**config.mk**
```make
export PLATFORM = sky130hd
export DESIGN_NAME = fifo_stream_reader
export DESIGN_NICKNAME = d
export VERILOG_FILES = /design/src/rtl/fifo_stream_reader.sv
export SDC_FILE = /design/constraint.sdc
export NUM_CORES = 1
export LEC_CHECK = 0
export ABC_AREA = 1
export BUFFER_PORTS_ARGS = -buffer_cell sky130_fd_sc_hd__buf_2
export CORE_AREA = 2 2 63 89
export DETAILED_ROUTE_END_ITERATION = 8
export DIE_AREA = 0 0 65 91
export HOLD_SLACK_MARGIN = 0.02
export PLACE_DENSITY = 0.57
export SETUP_SLACK_MARGIN = 0.4
export SYNTH_ARGS = -nofsm -noshare
export SYNTH_HDL_FRONTEND = slang
export SYNTH_SLANG_ARGS = --single-unit
```
**constraint.sdc**
```tcl
create_clock -name clk -period 2.9 [get_ports clk]
set_clock_uncertainty 0.2 [all_clocks]
set_input_delay 0.145 -clock clk [delete_from_list [all_inputs] [get_ports clk]]
set_output_delay 0.145 -clock clk [all_outputs]
set_load 0.01 [all_outputs]
```
**src/rtl/fifo_stream_reader.sv**
```systemverilog
// Read side of the accelerator FIFO: pops while data is available, absorbs the RAM read latency
// and hands words on through a small skid buffer. Define FIFO_READER_STATS_EN for beat/stall counters.
module fifo_stream_reader #(
    parameter int WIDTH        = 16,
    parameter int READ_LATENCY = 1
) (
    input  logic             clk,
    input  logic             reset,
    input  logic             fifo_empty,
    output logic             fifo_read_enable,
    input  logic [WIDTH-1:0] mem_rdata,
    output logic             out_valid,
    input  logic             out_ready,
    output logic [WIDTH-1:0] out_data
`ifdef FIFO_READER_STATS_EN
    ,
    output logic [31:0]      beat_count,
    output logic [31:0]      stall_count
`endif
);

    localparam int BUF_DEPTH = READ_LATENCY + 1;
    localparam int PTR_W     = (BUF_DEPTH > 1) ? $clog2(BUF_DEPTH) : 1;
    localparam int CNT_W     = 4;

    logic [READ_LATENCY-1:0] inflight_r;
    logic [CNT_W-1:0]        occupancy_r;
    logic [PTR_W-1:0]        head_r;
    logic [PTR_W-1:0]        tail_r;
    logic [WIDTH-1:0]        buffer_r [BUF_DEPTH];

    logic                    fire_s;
    logic                    arrive_s;
    logic [CNT_W-1:0]        credit_s;

    function automatic logic [CNT_W-1:0] popcount(input logic [READ_LATENCY-1:0] v);
        logic [CNT_W-1:0] cnt;
        cnt = {CNT_W{1'b0}};
        for (int i = 0; i < READ_LATENCY; i++) begin
            cnt = cnt + CNT_W'(v[i]);
        end
        return cnt;
    endfunction

    function automatic logic [PTR_W-1:0] next_ptr(input logic [PTR_W-1:0] p);
        return (p == PTR_W'(BUF_DEPTH - 1)) ? {PTR_W{1'b0}} : p + PTR_W'(1);
    endfunction

    assign out_valid = (occupancy_r != {CNT_W{1'b0}});
    assign out_data  = buffer_r[head_r];

    // Credit counts free slots, with slots still promised to outstanding pops counted as taken.
    // Sum before subtracting so the unsigned result never wraps.
    always_comb begin
        fire_s           = out_valid & out_ready;
        arrive_s         = inflight_r[READ_LATENCY-1];
        credit_s         = CNT_W'(BUF_DEPTH) + CNT_W'(fire_s) - popcount(inflight_r) - occupancy_r;
        fifo_read_enable = ~reset & ~fifo_empty & (credit_s != {CNT_W{1'b0}});
    end

    // Latency pipeline, skid buffer storage, pointers and occupancy.
    always_ff @(posedge clk or posedge reset) begin
        if (reset) begin
            inflight_r  <= {READ_LATENCY{1'b0}};
            occupancy_r <= {CNT_W{1'b0}};
            head_r      <= {PTR_W{1'b0}};
            tail_r      <= {PTR_W{1'b0}};
            for (int i = 0; i < BUF_DEPTH; i++) begin
                buffer_r[i] <= {WIDTH{1'b0}};
            end
        end else begin
            inflight_r <= (inflight_r << 1) | READ_LATENCY'(fifo_read_enable);
            if (arrive_s) begin
                buffer_r[tail_r] <= mem_rdata;
                tail_r           <= next_ptr(tail_r);
            end
            if (fire_s) begin
                head_r <= next_ptr(head_r);
            end
            occupancy_r <= occupancy_r + CNT_W'(arrive_s) - CNT_W'(fire_s);
        end
    end

`ifdef FIFO_READER_STATS_EN
    // Output beat and back-pressure counters, wrapping naturally at 32 bits.
    always_ff @(posedge clk or posedge reset) begin
        if (reset) begin
            beat_count  <= 32'd0;
            stall_count <= 32'd0;
        end else begin
            if (fire_s) begin
                beat_count <= beat_count + 32'd1;
            end
            if (out_valid & ~out_ready) begin
                stall_count <= stall_count + 32'd1;
            end
        end
    end
`endif

    // A word arriving into a full buffer with nothing leaving would be lost.
    overflow_chk: assert property (@(posedge clk) disable iff (reset)
        !(arrive_s && !fire_s && (occupancy_r == CNT_W'(BUF_DEPTH))))
        else $error("fifo_stream_reader: arrival into full skid buffer");

    hold_chk: assert property (@(posedge clk) disable iff (reset)
        (out_valid && !out_ready) |=> $stable(out_data))
        else $error("fifo_stream_reader: out_data changed while stalled");

endmodule

```
; ---- Yosys cells after proc, flatten, opt, wreduce, memory -nomap -nowiden
; Cells that the tools add are included.
[totals]
regBits = 39
in_bits = 20
out_inout_bits = 18
wordCells = 34
[classes]
add_sub_neg = 7
n_lt_le_gt_ge = 3
muxes = 8
n_bitwise = 7
n_reduce_logical = 3
[op_table]
columns = operator, count
row1 = $mux 16, 4
row2 = $bwmux 32, 1
row3 = $demux 16 s1, 1
row4 = $reduce_bool 4->1, 2
row5 = $add 4x1->4, 1
row6 = $ge 2x2->1 const B, 2
row7 = $not 1->2, 2
row8 = $sub 3x1->4, 1
row9 = $sub 4x1->4, 1
row10 = $sub 4x4->4, 1
row11 = $add 2x1->3 const A, 1
row12 = $and 1x1->1, 3
row13 = $add 1x1->1 const B, 2
row14 = $lt 2x1->1 const B, 1
row15 = $mux 1, 2
row16 = $not 1->1, 2
row17 = $logic_and 1x1->1, 1

; ---- Logic depth before layout (Yosys ltp)
[depth]
depth_word = 7
depth_mapped = 13
ltp_nobuf = 13

; ---- Worst setup path before layout
; No wires, ideal clock.
[synth_path]
kind = register to output
startpoint = register occupancy_r[2]
endpoint = output fifo_read_enable
arrival_time_ps = 2091
t_required_ps = 2555
setup_slack_ps = 464
stages_incl_launch_ff = 13
n_path_buf = 0
cell_sequence = dfrtp_1 inv_1 ha_1 nand2_1 nand2_1 fa_1 inv_1 ha_1 fa_1 inv_1 nand3b_1 nor2_1 nor2_1
[synth_between]
elab_chain_cells = 7
[synth_lines]
columns = element, line_no
row1 = start: declaration, 27  ; logic [CNT_W-1:0] occupancy_r;
row2 = start signal: assignment, 65  ; occupancy_r <= {CNT_W{1'b0}};
row3 = start signal: assignment, 80  ; occupancy_r <= occupancy_r + CNT_W'(arrive_s) - CNT_W'(fire_s);
row4 = $reduce_bool 4->1, 49  ; assign out_valid = (occupancy_r != {CNT_W{1'b0}});
row5 = via out_valid, 12  ; output logic out_valid,
row6 = $and 1x1->1, 55  ; fire_s = out_valid & out_ready;
row7 = $add 2x1->3, 57  ; credit_s = CNT_W'(BUF_DEPTH) + CNT_W'(fire_s) - popcount(inflight_r) - occupancy_r;
row8 = $sub 3x1->4, 57
row9 = $sub 4x4->4, 57
row10 = $reduce_bool 4->1, 58  ; fifo_read_enable = ~reset & ~fifo_empty & (credit_s != {CNT_W{1'b0}});
row11 = $and 1x1->1, 58
row12 = end: declaration, 10  ; output logic fifo_read_enable,
; The timed path passes the listed nets, and every way through them passes these cells.

; ---- Worst setup path in the final report
[layout_path]
startpoint = register occupancy_r[3]
endpoint = output fifo_read_enable
[layout_between]
elab_chain_cells = 7
[layout_lines]
columns = element, line_no
row1 = $reduce_bool 4->1, 49
row2 = $and 1x1->1, 55
row3 = $add 2x1->3, 57
row4 = $sub 3x1->4, 57
row5 = $sub 4x4->4 (*), 57
row6 = $reduce_bool 4->1 (*), 58
row7 = $and 1x1->1 (*), 58
; Every way passes the cells marked *; elsewhere a longest branch is shown, timed or not.

==> results.md <==
- Internal power component: ~1.7 mW
- Detailed-route vias per instance: about 4.4
- Mapped Area: 0.00196 mm²
- Number of instances in the synthesized netlist: 230
- Headroom to the max-slew limit: 38.6%
- Fraction of final layout cells with drive strength greater than 1: 28.9%
- Hold crit path type: input pin to register
- Post-synthesis mux area share: 0%
- Share of the synthesized area in the top cell type: roughly half
- Initial antenna violation count: 0
- Kind of end point of the critical path: primary output
- Buffer type at the clock tree root: sky130_fd_sc_hd__clkbuf_8
- Global-route wire length before repair: 6800 µm
- Via count of the first global-routing pass: 1572
- Peak ir drop on the vdd network: 552 µV
- Result of the run: completed
- Endpoint required time on the critical path: 2560 ps
- Setup repair after global routing missed its margin: yes
- Later-pin clock latency in the skew report: 280 ps
- Worst setup path category: register to primary output
- Number of DRC markers in iteration 0: 55
- Hold Path Stages: 5
- P_sw: 1.08 mW
- Synth Area in Simple Gates: 21.1%
- Reg clk slew, reported paths: roughly 70 ps
- Hold Violations, Final: 0
- Routed Wire Length: ~4000 µm
- Number of diodes: 0
- Setup slack of the most critical reg-to-reg path: 540 ps
- CP startpoint kind: register
- Io pins: 38
- Power density relative to cell area: 1060 mW/mm²
- Gpl congestion: 0.744
- Yosys synthesis warning count: 0
- Die Height: 91 µm
- Number of port buffers: 37
- Placeable core region: 0.00508 mm²
- Routed len/inst: 11.1 µm
- Vias: 1579
- Number of clock buffers inserted by TritonCTS: 5
- Slew at the pin with the worst max-slew slack: 919 ps
- Met3 wire length: roughly 150 µm
- MaxCap Viol Count: 0
- Overall die area: slightly below 0.006 mm²
- Final critical delay including setup and external delays: 2700 ps
- Launch point of the worst hold path: out_ready
- Antenna-violating nets left: 0
- Global-route usage over all layers: 15.1%
- Synth Area in Compound Gates: between 10% and 20%
- Switching share of power: 39.4%
- Flip-flop and latch count after synthesis: 39
- Average cell area after synthesis: 8.52 µm²
- First-pass iteration count of the detailed router: 4
- Initial standard-cell utilization of the core: about 39%
- Worst flop-to-flop path endpoint: arrive_s$_DFF_PP0_
- Overall power: around 2.7 mW
- Final number of setup-violating endpoints: 0
- Post-synth cell types: 19
- Maximum fanout encountered on the critical timing path: 2
- Launch point of the worst reg-to-reg path: occupancy_r[3]$_DFF_PP0_
- Met1 routed wirelength after detailed routing: approximately 1700 µm
- Arithmetic-cell share of the synthesized area counting full adders, half adders and majority gates: approximately 7.5%
- Placed wire-length estimate after detailed placement: roughly 2400 µm
- Row cnt: 31
- Met2 wire length: just over 2000 µm
- TritonCTS clock tree: yes
- Pin count of the biggest net entering global routing: 40
- Post-synthesis to final-layout area growth: 31.8%
- Achievable frequency: around 370 MHz
- Portion of the post-synthesis area used by sequential elements: 49.8%
- X dimension of the die: 65 µm
- Leakage power: 1.42 nW
- GRT overflow: 0
- Main combinational cell family by area after synthesis: simple AND/OR/NAND/NOR gates
- Share of total power in the clock network: 17.0%
- # nets final: between 300 and 400
- Number of buffers on the longest clock path: 2
- Clock sink count: 39
- Hold endpoint: head_r$_DFFE_PP0P_
- Top cell type by total area after synthesis: sky130_fd_sc_hd__dfrtp_1
- Worst reg2reg path depth: 13
- Total negative setup slack: 0 ps
- Final Max Tran Viols: 0
- Worst Path Arrival: 2350 ps
- CTS H-tree depth: 2
- Top sig layer: met4
- Net Count, Synth: 260
- Final clock period utilization by the worst path: 93.0%
- Largest cells by area after synthesis: sky130_fd_sc_hd__dfrtp_1 50%, sky130_fd_sc_hd__nand2_1 18%, sky130_fd_sc_hd__o21ai_2 7.1%
- DRC violation count after routing: 0
- Share of total power in sequential cells: 34.9%
- Part of the power in combinational logic: ~48%
- Synthesized-area fraction occupied by xor and xnor cells: less than 1%
-- routing by layer --
metal | vias up | GRT usage (%)
met5 | - | 0
met4 | 0 | 6.91
met3 | 7 | 3.59
met2 | 28 | 26.9
met1 | 727 | 16.5
li1 | 817 | -
-- cell usage in the layout (no fill, tap or decap), drive strengths merged --
master	n
o21ai	32
xor2	1
dfrtp	39
clkinv	2
nor2	4
or2	2
ha	7
nand3	2
bufinv	1
fa	3
inv	32
nand3b	1
nand2	96
clkbuf	6
buf	47
dlygate4sd3	19
-- critical path, cell delays in order (launching register included) --
cell                       delay, ps
sky130_fd_sc_hd__dfrtp_1         360
sky130_fd_sc_hd__inv_2            60
sky130_fd_sc_hd__ha_4            160
sky130_fd_sc_hd__nand2_4          60
sky130_fd_sc_hd__nand2_4          50
sky130_fd_sc_hd__fa_2            350
sky130_fd_sc_hd__inv_2            70
sky130_fd_sc_hd__ha_4            120
sky130_fd_sc_hd__fa_1            400
sky130_fd_sc_hd__inv_1            60
sky130_fd_sc_hd__nand3b_1         80
sky130_fd_sc_hd__nor2_1          110
sky130_fd_sc_hd__nor2_1           50
sky130_fd_sc_hd__buf_2           130
-- power by group through the flow --
stage | logic, mW | clock network, mW | registers, mW
floorplan | 0.887 | 0 | 0.937
global placement | 1.18 | 0 | 0.961
detailed placement | 1.19 | 0 | 0.970
CTS | 1.30 | 0.479 | 0.956
global route | 1.53 | 0.505 | 0.990
finish | 1.32 | 0.465 | 0.956
-- worst max path at each step --
stage                                         from          endpoint  slack, ps  depth (start not counted)
after floorplan           occupancy_r[2]$_DFF_PP0_  fifo_read_enable        460                         12
after global placement    occupancy_r[2]$_DFF_PP0_  fifo_read_enable        350                         13
after detailed placement  occupancy_r[2]$_DFF_PP0_  fifo_read_enable        300                         13
after CTS                 occupancy_r[3]$_DFF_PP0_  fifo_read_enable        220                         13
after global routing      occupancy_r[3]$_DFF_PP0_  fifo_read_enable         30                         13
final                     occupancy_r[3]$_DFF_PP0_  fifo_read_enable        200                         13
-- timing repair --
item,CTS,global route
pin swaps,6,5
hold buffers,19,0
endpoints found under the hold margin,73,0
gates resized for setup,9,4
buffers inserted,6,1
cloned,0,0
setup endpoints to repair,1,2
-- through the flow --
step	cell area (µm²)	setup slack (ps)	util, %	hold WS [ps]	cells
floorplan	1960	464	-	89.6	230
global route	2580	26.6	50.8	108	360
CTS	2560	216	50.3	45.9	359
finish	2580	203	50.8	67.6	360
detailed placement	2180	297	42.9	105	326
global placement	2180	346	42.9	110	326
-- flip-flops by register name, indices dropped and copies added, names as in the netlist --
name and count:
occupancy_r 4, buffer_r 32, tail_r 1, head_r 1, arrive_s 1
-- cell usage after synthesis --
master and number:
sky130_fd_sc_hd__o21ai_2 16, sky130_fd_sc_hd__nand2_1 93, sky130_fd_sc_hd__buf_2 3, sky130_fd_sc_hd__nand2_2 3
sky130_fd_sc_hd__buf_6 4, sky130_fd_sc_hd__clkbuf_1 3, sky130_fd_sc_hd__dfrtp_1 39, sky130_fd_sc_hd__inv_2 1
sky130_fd_sc_hd__o21ai_0 16, sky130_fd_sc_hd__nand3b_1 1, sky130_fd_sc_hd__or2_2 1, sky130_fd_sc_hd__clkinv_1 1
sky130_fd_sc_hd__ha_1 7, sky130_fd_sc_hd__or2_1 1, sky130_fd_sc_hd__inv_1 31, sky130_fd_sc_hd__nand3_1 2
sky130_fd_sc_hd__nor2_1 4, sky130_fd_sc_hd__xor2_1 1, sky130_fd_sc_hd__fa_1 3
-- cell type report --
cell class	instances	area [µm²]
inverters	33	124
clock inverters	2	35.0
fillers	518	2500
well taps	66	82.6
repair buffers	66	450
multi-input cells	148	832
clock buffers	6	82.6
flip-flops and latches	39	977
-- kinds of logic after synthesis --
logic type | count (synthesis)
buffers and inverters | 43
AO/OA/AOI/OAI | 32
AND/OR/NAND/NOR | 105
XOR/XNOR | 1
adder cells (fa/ha/maj) | 10
flip-flops | 39
(Power assumes the default switching activity.)
